**config.mk**
```make
export PLATFORM = sky130hd
export DESIGN_NAME = pipe_hazard_ctrl
export DESIGN_NICKNAME = d
export VERILOG_FILES = /design/src/rtl/pipe_hazard_ctrl_pkg.sv /design/src/rtl/pipe_hazard_ctrl_hazard_cmp.sv /design/src/rtl/pipe_hazard_ctrl.sv
export SDC_FILE = /design/constraint.sdc
export NUM_CORES = 1
export LEC_CHECK = 0
export CORE_MARGIN = 2
export CORE_UTILIZATION = 56
export CTS_BUF_LIST = sky130_fd_sc_hd__clkbuf_8
export DETAILED_ROUTE_END_ITERATION = 8
export HOLD_SLACK_MARGIN = 0.03
export PLACE_DENSITY = 0.91
export REMOVE_ABC_BUFFERS = 1
export SLEW_MARGIN = 20
export SYNTH_ARGS = -nofsm -noshare
export SYNTH_HDL_FRONTEND = slang
export SYNTH_SLANG_ARGS = --single-unit
```
**constraint.sdc**
```tcl
create_clock -name clk -period 6.87 [get_ports clk]
set_input_delay 2.061 -clock clk [delete_from_list [all_inputs] [get_ports clk]]
set_output_delay 2.061 -clock clk [all_outputs]
set_load 0.01 [all_outputs]
```
**src/rtl/pipe_hazard_ctrl_pkg.sv**
```systemverilog
// pipe_hazard_ctrl_pkg: shared pipeline types, fwd_sel encodings and default parameters
package pipe_hazard_ctrl_pkg;
   localparam int RA_W_DEF     = 4;
   localparam int FWD_EN_DEF   = 1;
   localparam int MEM_WAIT_DEF = 0;
   localparam int PERF_W_DEF   = 16;
   // entry dest field is sized for the widest supported register index (RA_W <= RA_MAX)
   localparam int RA_MAX = 8;
   localparam logic [1:0] FWD_REG = 2'b00;
   localparam logic [1:0] FWD_MEM = 2'b01;
   localparam logic [1:0] FWD_WB  = 2'b10;
   typedef struct packed {
      logic              valid;
      logic [RA_MAX-1:0] dest;
      logic              wb_en;
      logic              mem_r_en;
      logic              mem_w_en;
   } entry_t;
   // youngest producer wins: EXE result (now heading to MEM) beats MEM result (heading to WB)
   function automatic logic [1:0] fwd_pick(input logic en, input logic [2:0] m);
      return !en ? FWD_REG : m[0] ? FWD_MEM : m[1] ? FWD_WB : FWD_REG;
   endfunction
endpackage

```
**src/rtl/pipe_hazard_ctrl_hazard_cmp.sv**
```systemverilog
// hazard_cmp: match one ID source register against the three in-flight entries
//   src   : source register index
//   used  : source is actually read
//   ent   : in-flight entries E0 (EXE), E1 (MEM), E2 (WB)
//   match : bit k set when entry k will write src
module hazard_cmp import pipe_hazard_ctrl_pkg::*; #(
   parameter int RA_W = RA_W_DEF
) (
   input  logic [RA_W-1:0] src,
   input  logic            used,
   input  entry_t          ent [3],
   output logic [2:0]      match
);
   for (genvar k = 0; k < 3; k++) begin : g_m
      assign match[k] = used & ent[k].valid & ent[k].wb_en & (ent[k].dest == RA_MAX'(src));
   end
endmodule

```
**src/rtl/pipe_hazard_ctrl.sv**
```systemverilog
// pipe_hazard_ctrl: RAW/load-use hazard detection, forwarding select, branch flush and MEM wait stall
//   clk, rst (async active-low)
//   id_* : instruction currently in ID; branch_taken : EXE resolved a taken branch
//   freeze/bubble : hold PC+IF/ID and insert NOP into ID/EXE
//   flush : squash IF/ID; mem_stall : hold every pipeline register
//   fwd_sel_a/b : EXE operand source; stall_cycles : saturating freeze/stall counter
module pipe_hazard_ctrl import pipe_hazard_ctrl_pkg::*; #(
   parameter int RA_W     = RA_W_DEF,
   parameter int FWD_EN   = FWD_EN_DEF,
   parameter int MEM_WAIT = MEM_WAIT_DEF,
   parameter int PERF_W   = PERF_W_DEF
) (
   input  logic              clk,
   input  logic              rst,
   input  logic              id_valid,
   input  logic [RA_W-1:0]   id_src1,
   input  logic [RA_W-1:0]   id_src2,
   input  logic              id_src1_used,
   input  logic              id_src2_used,
   input  logic [RA_W-1:0]   id_dest,
   input  logic              id_wb_en,
   input  logic              id_mem_r_en,
   input  logic              id_mem_w_en,
   input  logic              branch_taken,
   output logic              freeze,
   output logic              bubble,
   output logic              flush,
   output logic              mem_stall,
   output logic [1:0]        fwd_sel_a,
   output logic [1:0]        fwd_sel_b,
   output logic [PERF_W-1:0] stall_cycles
);
   entry_t     ent [3];
   entry_t     id_ent;
   logic [3:0] cnt;
   logic [2:0] m_a, m_b;
   logic       hazard, adv_in;
   hazard_cmp #(.RA_W(RA_W)) u_cmp_a (.src(id_src1), .used(id_src1_used), .ent(ent), .match(m_a));
   hazard_cmp #(.RA_W(RA_W)) u_cmp_b (.src(id_src2), .used(id_src2_used), .ent(ent), .match(m_b));
   // with forwarding only a load still in EXE is unresolvable; without it, E0 and E1 both block
   // (E2 is covered by write-before-read in the register file)
   always_comb begin
      id_ent    = '{valid: 1'b1, dest: RA_MAX'(id_dest), wb_en: id_wb_en,
                    mem_r_en: id_mem_r_en, mem_w_en: id_mem_w_en};
      mem_stall = ent[1].valid & (cnt != 4'd0);
      hazard    = (FWD_EN != 0) ? |((m_a | m_b) & {2'b00, ent[0].mem_r_en})
                                : |((m_a | m_b) & 3'b011);
      flush     = rst & branch_taken & ~mem_stall;
      freeze    = rst & hazard & id_valid & ~branch_taken & ~mem_stall;
      bubble    = freeze;
      adv_in    = id_valid & ~freeze & ~flush;
   end
   always_ff @(posedge clk or negedge rst) begin
      if (!rst) begin
         ent          <= '{default: '0};
         cnt          <= 4'd0;
         fwd_sel_a    <= FWD_REG;
         fwd_sel_b    <= FWD_REG;
         stall_cycles <= '0;
      end else begin
         if ((freeze | mem_stall) & ~&stall_cycles)
            stall_cycles <= stall_cycles + PERF_W'(1);
         if (mem_stall)
            cnt <= cnt - 4'd1;
         else begin
            ent[2]    <= ent[1];
            ent[1]    <= ent[0];
            ent[0]    <= adv_in ? id_ent : '0;
            cnt       <= (ent[0].valid & (ent[0].mem_r_en | ent[0].mem_w_en)) ? 4'(MEM_WAIT) : 4'd0;
            fwd_sel_a <= fwd_pick((FWD_EN != 0) & adv_in, m_a);
            fwd_sel_b <= fwd_pick((FWD_EN != 0) & adv_in, m_b);
         end
      end
   end
endmodule
```
==> impl_metrics.tcl <==
set metrics [dict create \
    outcome "complete, no violations" \
    drv_slew 0 \
    finalHoldViolCount 0 \
    reg2reg_to "stall_cycles[1]" \
    die_h_um 64.29 \
    core_um2 3416 \
    critPathMaxFanout 3 \
    drtAntennaViolNets 0 \
    crit_path_end "bubble" \
    placed_area_um2 2477 \
    worstPathRequired_ns 4.81 \
    min_period_ns 6.103 \
    p_leak_nw 1.118 \
    yosys_warnings 0 \
    cp-start-kind "input pin" \
    start_util_pct 59.60 \
    nNetsFinal 269 \
    clk_latency_ns 0.28 \
    end_kind "output pin" \
    path_clk_slew_ns 0.07 \
    row_count 21 \
    r2r_setup_slack_ns 4.75 \
    ys_seq_area_share_pct 45.48 \
    rsz0062_at_grt "false" \
    synth_cell_types 38 \
    cts_sinks 37 \
    htree_levels 2 \
    worstHoldPathType "reg -> reg" \
    grt_overflow 0 \
    worstReg2RegStart "stall_cycles[11]" \
    slew_headroom_pct 43.32 \
    synthesis.area_um2 2036 \
    drtIter0Drc 68 \
    place.gp.congestion 0.8964 \
    vias 1639 \
    post_layout_nonfiller_instances 290 \
    synth_cells 202 \
    finalInstanceArea_um2 2551 \
    drc 0 \
    final_cell_mix "nand2_1, clkdlybuf4s50_1, dfrtp_1" \
    worstHoldStart "cnt[0]" \
    syn2layout_area_growth_pct 25.32 \
    clockBufferDepth 2 \
    drive_above_1_share_pct 10.25 \
    max_cap_viol_count 0 \
    grt_max_degree 36 \
    placedCellCount 284 \
    critPathLaunch "id_src1[3]" \
    avgRoutedWirePerCell_um 14.86 \
    post_cts_resized 0 \
    setup_viol 0 \
    cts_hold_buffers 0 \
    r2r_cells 5 \
    post_cts_buffers 0 \
    viasPerCell 5.652 \
    ir_drop_mv 0.1179 \
    die_x_um 64.29 \
    drt_pass1_iterations 4 \
    period_share_pct 88.83 \
    boundaryPins 45 \
    antenna_found_initial 0 \
    max_clock_freq_mhz 163.9 \
    grt_pass1_wl_um 7224 \
    report.power.total_mw 0.4028 \
    final_common_cell "nand2_1" \
    die_area_um2 4133 \
    power_per_cell_area_nw_per_um2 157.9 \
    avgSynthCellArea_um2 10.08 \
    finClkSkew_ns 0.006165 \
    finalSetupTns_ns 0 \
    portBuffers 43 \
    first_global_vias 1510 \
    cts_tree "yes" \
    crit_arrival_ns 4.04 \
    cts-root-buf "clkbuf_8" \
    place_hpwl_um 3037 \
    cts_buffers 5 \
    fin_ws_ns 0.7672 \
    tightest_slew_ns 0.8438 \
    diodes 0 \
    track_usage_pct 22.76 \
    dp_slack_ns 0.7239 \
    ys_ff_latch 37 \
    crit_type "in -> out" \
    routed_wl_um 4309 \
]
Yosys cell counts:
cell type | n | area [um^2]
a2111oi_1 | 2 | 20.02
nand2_1 | 46 | 172.7
clkbuf_1 | 5 | 18.77
nand3_1 | 6 | 30.03
nor2_1 | 11 | 41.29
nand4_1 | 3 | 18.77
mux2_4 | 1 | 15.01
a211o_1 | 1 | 8.760
mux2i_1 | 3 | 30.03
dfrtp_1 | 37 | 925.9
buf_6 | 2 | 22.52
inv_1 | 6 | 22.52
o21ai_0 | 11 | 55.05
nor3_2 | 3 | 30.03
mux2_1 | 1 | 11.26
or3_1 | 1 | 6.260
nand4b_4 | 1 | 23.77
buf_4 | 1 | 7.510
nand3_4 | 1 | 17.52
a21oi_2 | 1 | 8.760
a2111oi_0 | 1 | 8.760
nand2_2 | 1 | 6.260
nor3_1 | 3 | 15.01
a22oi_4 | 1 | 21.27
and3_2 | 1 | 7.510
nand2b_1 | 2 | 12.51
a211oi_1 | 8 | 60.06
nand4_2 | 1 | 12.51
o31ai_1 | 2 | 15.01
ha_1 | 3 | 37.54
xnor2_1 | 4 | 35.03
nor3_4 | 1 | 16.27
and3_1 | 1 | 6.260
xor2_1 | 24 | 210.2
a21boi_0 | 1 | 7.510
mux2_2 | 1 | 11.26
nor4_4 | 1 | 21.27
a2111oi_2 | 3 | 45.04
report_power, final:
group	internal, mW	switching [mW]	leakage, nW
registers	0.222	0.00491	0.437
logic	0.0188	0.0194	0.641
clock network	0.0667	0.0710	0.0399
total	0.308	0.0953	1.12
final cells by class:
cell class	count	area, um^2
clock inverters	1	5.005
repair buffers	44	432.9
multi-input cells	151	1039
inverters	6	22.52
well taps	46	57.56
clock buffers	5	68.82
flip-flops and latches	37	925.9
fillers	250	864.6
metal layers:
metal / global-route usage, % / up-vias / part of all wire [%]
li1: - / 781 / -
met1: 30.29 / 789 / 44
met2: 36.59 / 61 / 48
met3: 5.634 / 8 / 6.4
met4: 7.447 / 0 / 1.4
met5: 0 / - / 0
stage by stage:
| step | utilization [%] | hold slack (ns) |
|---|---|---|
| after global routing | 74.69 | 0.4936 |
| after floorplan | - | 0.4265 |
| after global placement | 72.53 | 0.4479 |
| final | 74.69 | 0.4643 |
| after detailed placement | 72.53 | 0.4538 |
| after CTS | 74.69 | 0.4629 |
state kept, by name, indices dropped and copies added, names as in the netlist:
| name | cells |
|---|---|
| cnt | 4 |
| ent | 13 |
| fwd_sel_a | 2 |
| fwd_sel_b | 2 |
| stall_cycles | 16 |
kinds of logic (layout without fill, tap and decap cells):
kind of cell | after synthesis | count (layout) | share of synthesized area (%)
compound gates | 31 | 31 | 12.29
buf+inv | 14 | 56 | 3.503
mux | 6 | 6 | 3.319
flops | 37 | 37 | 45.48
simple gates | 83 | 83 | 21.51
xor+xnor | 28 | 28 | 12.05
fa+ha+maj | 3 | 3 | 1.844
worst min path at each step:
stage                         to  slack (ns)  depth (start not counted)
after global routing      cnt[0]        0.49                          1
final                     cnt[0]        0.46                          1
after global placement    cnt[0]        0.45                          1
after CTS                 cnt[0]        0.46                          1
after floorplan           cnt[0]        0.43                          1
after detailed placement  cnt[0]        0.45                          1
worst max-delay path: stages:
cell and delay, ns:
clkdlybuf4s50_1 0.45, xor2_1 0.18, nor3_2 0.29, nand2_1 0.13, a211oi_1 0.33, clkdlybuf4s50_1 0.60
Note: power is estimated with default switching activity, not from simulation.
